**config.mk**
```make
export PLATFORM = sky130hd
export DESIGN_NAME = uart_prog_loader_flat
export DESIGN_NICKNAME = d
export VERILOG_FILES = /design/src/rtl/uart_prog_loader_if.sv /design/src/rtl/uart_prog_loader.sv /design/src/flat_wrapper.sv
export SDC_FILE = /design/constraint.sdc
export NUM_CORES = 1
export LEC_CHECK = 0
export CAP_MARGIN = 10
export CORE_AREA = 5 5 166 200
export DETAILED_ROUTE_END_ITERATION = 10
export DIE_AREA = 0 0 171 205
export GPL_ROUTABILITY_DRIVEN = 0
export PLACE_DENSITY = 0.47
export RECOVER_POWER = 25
export SETUP_SLACK_MARGIN = 0.2
export SYNTH_ARGS = -nofsm -noshare
export SYNTH_HDL_FRONTEND = slang
export SYNTH_SLANG_ARGS = --single-unit
```
**constraint.sdc**
```tcl
create_clock -name upg_clk_i -period 7.8 [get_ports upg_clk_i]
set_input_delay 2.34 -clock upg_clk_i [delete_from_list [all_inputs] [get_ports upg_clk_i]]
set_output_delay 2.34 -clock upg_clk_i [all_outputs]
set_load 0.05 [all_outputs]
```
**src/rtl/uart_prog_loader_if.sv**
```systemverilog
// Memory program-port bundle driven by the UART boot loader.
//   upg_clk_o  : clock for the memory program port (copy of the loader clock)
//   upg_wen_o  : one-cycle write strobe
//   upg_adr_o  : word address of the current write
//   upg_dat_o  : 32-bit word of the current write
//   upg_done_o : sticky load-complete flag
// master = loader side, slave = program ROM / data RAM side.
interface uart_prog_loader_if #(
  parameter int ADR_W = 15
);
  logic             upg_clk_o;
  logic             upg_wen_o;
  logic [ADR_W-1:0] upg_adr_o;
  logic [31:0]      upg_dat_o;
  logic             upg_done_o;

  modport master (
    output upg_clk_o, upg_wen_o, upg_adr_o, upg_dat_o, upg_done_o
  );

  modport slave (
    input upg_clk_o, upg_wen_o, upg_adr_o, upg_dat_o, upg_done_o
  );
endinterface

```
**src/rtl/uart_prog_loader.sv**
```systemverilog
// UART boot-programmer front end.
// Receives 8N1 bytes: a 16-bit little-endian word count N, then N
// little-endian 32-bit words. Each word is written to the program port with
// an auto-incrementing address; afterwards done is raised and ACK_BYTE is
// transmitted. Framing or length errors send ERR_BYTE and lock up until reset.
// Ports:
//   upg_clk_i : clock, rising edge
//   upg_rst_i : synchronous reset, active low
//   upg_rx_i  : asynchronous UART receive line (idle high)
//   upg_tx_o  : UART transmit line (idle high)
//   prog      : memory program port (uart_prog_loader_if.master)
module uart_prog_loader #(
  parameter int         CLKS_PER_BIT = 868,
  parameter int         ADR_W        = 15,
  parameter logic [7:0] ACK_BYTE     = 8'h4F,
  parameter logic [7:0] ERR_BYTE     = 8'h45
) (
  input  logic               upg_clk_i,
  input  logic               upg_rst_i,
  input  logic               upg_rx_i,
  output logic               upg_tx_o,
  uart_prog_loader_if.master prog
);

  localparam int               CNT_W     = $clog2(CLKS_PER_BIT);
  localparam logic [CNT_W-1:0] BIT_LAST  = CNT_W'(CLKS_PER_BIT - 1);
  localparam logic [CNT_W-1:0] HALF_LAST = CNT_W'(CLKS_PER_BIT / 2 - 1);
  // Common width for comparing the 16-bit length against word counts.
  localparam int               CW        = (ADR_W + 1 > 16) ? ADR_W + 1 : 16;
  localparam logic [CW-1:0]    MAX_WORDS = CW'(1) << ADR_W;

  typedef enum logic [1:0] {RX_IDLE, RX_START, RX_DATA, RX_STOP} rx_state_t;
  typedef enum logic [2:0] {S_LEN0, S_LEN1, S_DATA, S_ACK, S_DONE, S_ERR} state_t;

  // Receiver
  logic             rx_meta_r, rx_sync_r, rx_prev_r;
  rx_state_t        rx_state_r;
  logic [CNT_W-1:0] rx_cnt_r;
  logic [2:0]       rx_bit_r;
  logic [7:0]       rx_shift_r;
  logic [7:0]       rx_byte_r;
  logic             byte_valid_r, frame_err_r;

  // Parser
  state_t           state_r, state_s;
  logic [15:0]      len_r, len_s;
  logic [15:0]      len_full_s;
  logic [ADR_W:0]   word_cnt_r, word_cnt_s, word_inc_s;
  logic             word_last_s;
  logic [1:0]       byte_cnt_r, byte_cnt_s;
  logic [23:0]      asm_r, asm_s;
  logic             wen_r, wen_s;
  logic [ADR_W-1:0] adr_r, adr_s;
  logic [31:0]      dat_r, dat_s;
  logic             done_r, done_s;

  // Transmitter
  logic             tx_go_s;
  logic [7:0]       tx_byte_s;
  logic             tx_r, tx_busy_r, tx_launched_r;
  logic [9:0]       tx_shift_r;
  logic [3:0]       tx_bit_r;
  logic [CNT_W-1:0] tx_cnt_r;

  // Two-flop synchroniser plus a delayed copy for falling-edge detection
  always_ff @(posedge upg_clk_i) begin
    if (!upg_rst_i) begin
      rx_meta_r <= 1'b1;
      rx_sync_r <= 1'b1;
      rx_prev_r <= 1'b1;
    end else begin
      rx_meta_r <= upg_rx_i;
      rx_sync_r <= rx_meta_r;
      rx_prev_r <= rx_sync_r;
    end
  end

  // 8N1 receiver: mid-bit sampling, false-start rejection, one-cycle pulses
  always_ff @(posedge upg_clk_i) begin
    if (!upg_rst_i) begin
      rx_state_r   <= RX_IDLE;
      rx_cnt_r     <= '0;
      rx_bit_r     <= 3'd0;
      rx_shift_r   <= 8'h00;
      rx_byte_r    <= 8'h00;
      byte_valid_r <= 1'b0;
      frame_err_r  <= 1'b0;
    end else begin
      byte_valid_r <= 1'b0;
      frame_err_r  <= 1'b0;
      case (rx_state_r)
        RX_IDLE: begin
          rx_cnt_r <= '0;
          if (rx_prev_r && !rx_sync_r) rx_state_r <= RX_START;
        end
        RX_START: begin
          if (rx_cnt_r == HALF_LAST) begin
            rx_cnt_r   <= '0;
            rx_bit_r   <= 3'd0;
            // A line already back high at mid start-bit was a glitch.
            rx_state_r <= rx_sync_r ? RX_IDLE : RX_DATA;
          end else begin
            rx_cnt_r <= rx_cnt_r + CNT_W'(1);
          end
        end
        RX_DATA: begin
          if (rx_cnt_r == BIT_LAST) begin
            rx_cnt_r   <= '0;
            rx_shift_r <= {rx_sync_r, rx_shift_r[7:1]};
            rx_bit_r   <= rx_bit_r + 3'd1;
            if (rx_bit_r == 3'd7) rx_state_r <= RX_STOP;
          end else begin
            rx_cnt_r <= rx_cnt_r + CNT_W'(1);
          end
        end
        RX_STOP: begin
          if (rx_cnt_r == BIT_LAST) begin
            rx_cnt_r   <= '0;
            rx_state_r <= RX_IDLE;
            if (rx_sync_r) begin
              byte_valid_r <= 1'b1;
              rx_byte_r    <= rx_shift_r;
            end else begin
              frame_err_r <= 1'b1;
            end
          end else begin
            rx_cnt_r <= rx_cnt_r + CNT_W'(1);
          end
        end
        default: rx_state_r <= RX_IDLE;
      endcase
    end
  end

  assign len_full_s  = {rx_byte_r, len_r[7:0]};
  assign word_inc_s  = word_cnt_r + {{ADR_W{1'b0}}, 1'b1};
  assign word_last_s = (CW'(word_inc_s) == CW'(len_r));

  // Parser state register
  always_ff @(posedge upg_clk_i) begin
    if (!upg_rst_i) begin
      state_r <= S_LEN0;
    end else begin
      state_r <= state_s;
    end
  end

  // Parser next-state logic
  always_comb begin
    state_s = state_r;
    case (state_r)
      S_LEN0: begin
        if (frame_err_r) state_s = S_ERR;
        else if (byte_valid_r) state_s = S_LEN1;
        else state_s = state_r;
      end
      S_LEN1: begin
        if (frame_err_r) state_s = S_ERR;
        else if (byte_valid_r) begin
          if (len_full_s == 16'd0) state_s = S_ACK;
          else if (CW'(len_full_s) > MAX_WORDS) state_s = S_ERR;
          else state_s = S_DATA;
        end else state_s = state_r;
      end
      S_DATA: begin
        if (frame_err_r) state_s = S_ERR;
        else if (byte_valid_r && (byte_cnt_r == 2'd3) && word_last_s) state_s = S_ACK;
        else state_s = state_r;
      end
      S_ACK: begin
        // Leave once the ACK frame has been launched and fully shifted out.
        if (tx_launched_r && !tx_busy_r) state_s = S_DONE;
        else state_s = state_r;
      end
      S_DONE:  state_s = S_DONE;
      S_ERR:   state_s = S_ERR;
      default: state_s = S_LEN0;
    endcase
  end

  // Parser outputs: next values of the datapath and the TX launch request
  always_comb begin
    len_s      = len_r;
    word_cnt_s = word_cnt_r;
    byte_cnt_s = byte_cnt_r;
    asm_s      = asm_r;
    wen_s      = 1'b0;
    adr_s      = adr_r;
    dat_s      = dat_r;
    done_s     = done_r;
    tx_go_s    = 1'b0;
    tx_byte_s  = ACK_BYTE;
    case (state_r)
      S_LEN0: begin
        if (byte_valid_r) len_s = {len_r[15:8], rx_byte_r};
        else len_s = len_r;
      end
      S_LEN1: begin
        if (byte_valid_r) begin
          len_s  = len_full_s;
          done_s = (len_full_s == 16'd0);
        end else begin
          len_s = len_r;
        end
      end
      S_DATA: begin
        if (byte_valid_r) begin
          byte_cnt_s = byte_cnt_r + 2'd1;
          case (byte_cnt_r)
            2'd0: asm_s[7:0]   = rx_byte_r;
            2'd1: asm_s[15:8]  = rx_byte_r;
            2'd2: asm_s[23:16] = rx_byte_r;
            default: begin
              // Fourth byte completes the word: write it next cycle.
              wen_s      = 1'b1;
              adr_s      = word_cnt_r[ADR_W-1:0];
              dat_s      = {rx_byte_r, asm_r};
              word_cnt_s = word_inc_s;
              done_s     = word_last_s;
            end
          endcase
        end else begin
          byte_cnt_s = byte_cnt_r;
        end
      end
      S_ACK: begin
        tx_go_s   = !tx_launched_r;
        tx_byte_s = ACK_BYTE;
      end
      S_ERR: begin
        tx_go_s   = !tx_launched_r;
        tx_byte_s = ERR_BYTE;
      end
      S_DONE:  tx_go_s = 1'b0;
      default: tx_go_s = 1'b0;
    endcase
  end

  // Parser datapath registers (all program-port outputs are registered)
  always_ff @(posedge upg_clk_i) begin
    if (!upg_rst_i) begin
      len_r      <= 16'd0;
      word_cnt_r <= '0;
      byte_cnt_r <= 2'd0;
      asm_r      <= 24'd0;
      wen_r      <= 1'b0;
      adr_r      <= '0;
      dat_r      <= 32'd0;
      done_r     <= 1'b0;
    end else begin
      len_r      <= len_s;
      word_cnt_r <= word_cnt_s;
      byte_cnt_r <= byte_cnt_s;
      asm_r      <= asm_s;
      wen_r      <= wen_s;
      adr_r      <= adr_s;
      dat_r      <= dat_s;
      done_r     <= done_s;
    end
  end

  // 8N1 transmitter: one frame per launch, line parks high afterwards
  always_ff @(posedge upg_clk_i) begin
    if (!upg_rst_i) begin
      tx_r          <= 1'b1;
      tx_busy_r     <= 1'b0;
      tx_launched_r <= 1'b0;
      tx_shift_r    <= 10'h3FF;
      tx_bit_r      <= 4'd0;
      tx_cnt_r      <= '0;
    end else if (tx_go_s) begin
      tx_shift_r    <= {1'b1, tx_byte_s, 1'b0};
      tx_r          <= 1'b0;
      tx_busy_r     <= 1'b1;
      tx_launched_r <= 1'b1;
      tx_bit_r      <= 4'd0;
      tx_cnt_r      <= '0;
    end else if (tx_busy_r) begin
      if (tx_cnt_r == BIT_LAST) begin
        tx_cnt_r <= '0;
        if (tx_bit_r == 4'd9) begin
          tx_busy_r <= 1'b0;
          tx_r      <= 1'b1;
        end else begin
          tx_bit_r   <= tx_bit_r + 4'd1;
          tx_r       <= tx_shift_r[1];
          tx_shift_r <= {1'b1, tx_shift_r[9:1]};
        end
      end else begin
        tx_cnt_r <= tx_cnt_r + CNT_W'(1);
      end
    end
  end

  assign prog.upg_clk_o  = upg_clk_i;
  assign prog.upg_wen_o  = wen_r;
  assign prog.upg_adr_o  = adr_r;
  assign prog.upg_dat_o  = dat_r;
  assign prog.upg_done_o = done_r;
  assign upg_tx_o        = tx_r;

endmodule

```
**src/flat_wrapper.sv**
```systemverilog
// flat-port wrapper written by rule: the top's interface ports become plain ports
module uart_prog_loader_flat 
#(
  parameter int         CLKS_PER_BIT = 868,
  parameter int         ADR_W        = 15,
  parameter logic [7:0] ACK_BYTE     = 8'h4F,
  parameter logic [7:0] ERR_BYTE     = 8'h45
)
  (upg_clk_i, upg_rst_i, upg_rx_i, upg_tx_o, prog_upg_clk_o, prog_upg_wen_o, prog_upg_adr_o, prog_upg_dat_o, prog_upg_done_o);
  uart_prog_loader_if #(.ADR_W(ADR_W)) prog_i ();
  input  logic upg_clk_i;
  input  logic upg_rst_i;
  input  logic upg_rx_i;
  output logic upg_tx_o;
  output wire logic [$bits(prog_i.upg_clk_o)-1:0] prog_upg_clk_o;
  output wire logic [$bits(prog_i.upg_wen_o)-1:0] prog_upg_wen_o;
  output wire logic [$bits(prog_i.upg_adr_o)-1:0] prog_upg_adr_o;
  output wire logic [$bits(prog_i.upg_dat_o)-1:0] prog_upg_dat_o;
  output wire logic [$bits(prog_i.upg_done_o)-1:0] prog_upg_done_o;
  assign prog_upg_clk_o = prog_i.upg_clk_o;
  assign prog_upg_wen_o = prog_i.upg_wen_o;
  assign prog_upg_adr_o = prog_i.upg_adr_o;
  assign prog_upg_dat_o = prog_i.upg_dat_o;
  assign prog_upg_done_o = prog_i.upg_done_o;
  uart_prog_loader #(.CLKS_PER_BIT(CLKS_PER_BIT), .ADR_W(ADR_W), .ACK_BYTE(ACK_BYTE), .ERR_BYTE(ERR_BYTE)) u_core (.upg_clk_i(upg_clk_i), .upg_rst_i(upg_rst_i), .upg_rx_i(upg_rx_i), .upg_tx_o(upg_tx_o), .prog(prog_i));
endmodule
```
==> results of run 1 <==
placed cells by master, fill, tap and decap left out, types with 3 or more instances in the layout:
cell             netlist  final
nand2_1              202    201
dfxtp_1              171    171
a21boi_0              94    101
clkdlybuf4s50_1        0     52
nand3_1               51     51
nor2_1                50     49
xnor2_1               30     30
xor2_1                27     27
clkbuf_16              0     20
ha_1                  18     18
mux2i_1               17     17
nor2b_1               16     16
o21ai_0               13     13
and2_1                17     13
inv_1                 11     11
a21oi_1               11     11
nor3_1                10     10
nand4_1                8      8
and3_1                 7      7
nand2b_1               7      7
nor4_1                 7      7
buf_4                  4      6
or3_1                  5      5
clkbuf_8               0      5
o31ai_1                4      4
nand3b_1               4      4
nor4b_1                3      3
nand4b_1               3      3
and2_0                 0      3
clkinv_4               0      3
layout make-up:
class | instances | area, sq um
Fill cell | 3311 | 21900
Multi-Input combinational cell | 647 | 3920
Sequential cell | 171 | 3420
Clock buffer | 27 | 583
Timing Repair Buffer | 58 | 559
Tap cell | 401 | 502
Clock inverter | 8 | 60.1
Inverter | 11 | 41.3
registers in the layout (all words and copies together), names as in the netlist, 8 cells and up, named ones only:
name and count:
u_core.prog.upg_dat_o 32, u_core.asm_r 24, u_core.len_r 16, u_core.word_cnt_r 16, u_core.prog.upg_adr_o 15, u_core.rx_cnt_r 10, u_core.tx_cnt_r 10, u_core.rx_byte_r 8
u_core.rx_shift_r 8, u_core.tx_shift_r 8
logic make-up (layout without fill, tap and decap cells):
logic type / after synthesis / in the layout
XOR/XNOR: 58 / 58
buffers and inverters: 71 / 104
flip-flops: 171 / 171
multiplexers: 19 / 19
AO/OA/AOI/OAI: 148 / 148
adder cells (fa/ha/maj): 18 / 18
AND/OR/NAND/NOR: 404 / 404
worst max-delay path, delay by kind of cell:
kind	cells	cell delay, ps
buf+inv	3	940
stage by stage:
| step | setup slack [ps] | power (uW) |
|---|---|---|
| after floorplan | 1390 | 953 |
| after global placement | 888 | 963 |
| after detailed placement | 888 | 963 |
| after CTS | 618 | 1850 |
| after global routing | 611 | 1900 |
| final | 625 | 1820 |
power by group:
| group | internal, uW | switching, uW | leakage (uW) |
|---|---|---|---|
| combinational | 16.0 | 20.2 | 0.00128 |
| clock | 523 | 384 | 0.000313 |
| sequential | 875 | 2.80 | 0.00138 |
path summary, 6_finish.rpt:
| path | to | slack (ps) | depth (start not counted) |
|---|---|---|---|
| setup / recovery | prog_upg_clk_o | 620 | 3 |
| hold reg to reg | u_core.rx_sync_r$_SDFF_PN1_ | 420 | 1 |
| setup reg to reg | u_core.state_r[0]$_SDFFE_PN0P_ | 4810 | 8 |
| hold / removal | u_core.rx_sync_r$_SDFF_PN1_ | 420 | 1 |
per-layer routing:
layer,up-vias,share of wire
met4,0,0.019
met3,23,0.031
li1,3027,-
met2,66,0.50
met5,-,0
met1,2713,0.45
==> flow_summary.json, run 1 <==
{
  "status": "finished with violations",
  "violations": "max-capacitance violations, max-slew violations",
  "setup-tns-final_ps": 0,
  "final_core_util": 0.293,
  "ctsHoldBuffers": 0,
  "dpl_cell_area_sq_um": 8450,
  "top_usage_layer": "met2",
  "synth_top_family_by_area": "simple AND/OR/NAND/NOR gates",
  "hold_viol": 0,
  "grtUsageMet3": 0.0278,
  "critPathCaptureType": "primary output",
  "instances_no_fill": 1323,
  "track_usage": 0.106,
  "synth-main-ff-cell": "dfxtp_1",
  "io-pin-count": 54,
  "cts_resized": 0,
  "vias": 5829,
  "p_leak_uw": 0.00297,
  "firstDrtPassIters": 4,
  "grt_max_degree": 87,
  "synthesis.area_sq_um": 7620,
  "avgSynthCellArea_sq_um": 8.58,
  "fp.dieW_um": 171,
  "crit_path_cell_trace": "clkbuf_16 > clkbuf_16 > clkdlybuf4s50_1",
  "hold_ws_ps": 415,
  "design_area_sq_um": 9080,
  "yosys-top-cells-area": "dfxtp_1 (45%), nand2_1 (9.9%), a21boi_0 (9.3%), xnor2_1 (3.4%), nand3_1 (3.3%)",
  "min-delay-start": "u_core.rx_meta_r$_SDFF_PN1_",
  "skew_ps": 11.3,
  "drt-total-wl_um": 17800,
  "port_buffers": 53,
  "crit_top_cell": "clkbuf_16",
  "hpwl_um": 11800,
  "synth-xor-area-share": 0.0691,
  "vdd_drop_max_mv": 0.182,
  "synth_cell_types": 58,
  "synthTopCellsByCount": "nand2_1 (202), dfxtp_1 (171), a21boi_0 (94)",
  "areaGrowthSynthToFinish_pct": 19.2,
  "crit_start": "upg_clk_i",
  "synth-seq-area-share": 0.449,
  "setup_violations": 0,
  "critical_path_arrival_ps": 4840,
  "power_per_cell_area_nw_per_um2": 201,
  "synthAdderAreaFrac": 0.0295,
  "synth.top_cell.area_share": 0.449,
  "met2_usage": 0.181,
  "synth_compound_area_frac": 0.141,
  "via_per_inst": 4.41,
  "dieArea_sq_um": 35100,
  "tightest_slew_ps": 3120,
  "ant_nets": 0,
  "grt_pass1_wl_um": 29600,
  "synthArstFlopShare": 0,
  "use_met1": 0.128,
  "relSlewSlack": -1.08,
  "start_kind": "clock port",
  "wl_per_cell_um": 13.5,
  "clk_pin_slew_ps": 60,
  "synth_edf_count": 0,
  "yosys.area_share.simple": 0.248,
  "slowest_delay_ps": 690,
  "cts_setup_buffers": 0,
  "yosys.area.top_type": "dfxtp_1",
  "cts_tree": "yes",
  "worst_ep_required_time_ps": 5460,
  "placed_cells": 1289,
  "grt_pass1_vias": 5724,
  "yosysMostFrequentCell": "nand2_1",
  "crit_slowest_cell": "clkdlybuf4s50_1",
  "grt_overflow_total": 0,
  "yosysWarnings": 0,
  "clock_latency_ps": 550,
  "diodes": 0,
  "rows": 71,
  "core_sq_um": 31000,
  "r2r_start": "u_core.word_cnt_r[0]$_SDFFE_PN0P_",
  "slew_viol_final": 87,
  "antenna_found_initial": 0,
  "syn_inst": 889,
  "hp-class": "reg -> reg",
  "muxShareOfSynthArea": 0.0253,
  "start_util": 0.246,
  "synthesis.nets": 910,
  "rsz0062_at_grt": "no",
  "die_h_um": 205,
  "worstSetupPathType": "clk -> out",
  "max-cap-violations": 1,
  "ys_seq_elements": 171,
  "drc_errors": 0,
  "num-nets-final": 931,
  "final_layout_size_suffix_gt1_frac": 0.0564,
  "drt_iter0_markers": 274,
  "cp_max_fo": 2
}
(Power assumes the default switching activity.)
==> run 2, diff against run 1 <==
--- a/config.mk
+++ b/config.mk
@@ -7,6 +7,7 @@
 export LEC_CHECK = 0
 export CAP_MARGIN = 10
 export CORE_AREA = 5 5 166 200
+export CTS_CLUSTER_SIZE = 8
 export DETAILED_ROUTE_END_ITERATION = 10
 export DIE_AREA = 0 0 171 205
 export GPL_ROUTABILITY_DRIVEN = 0
==> results of run 2 <==
Same layout as run 1: the final DEF is identical, and so are final timing and power.
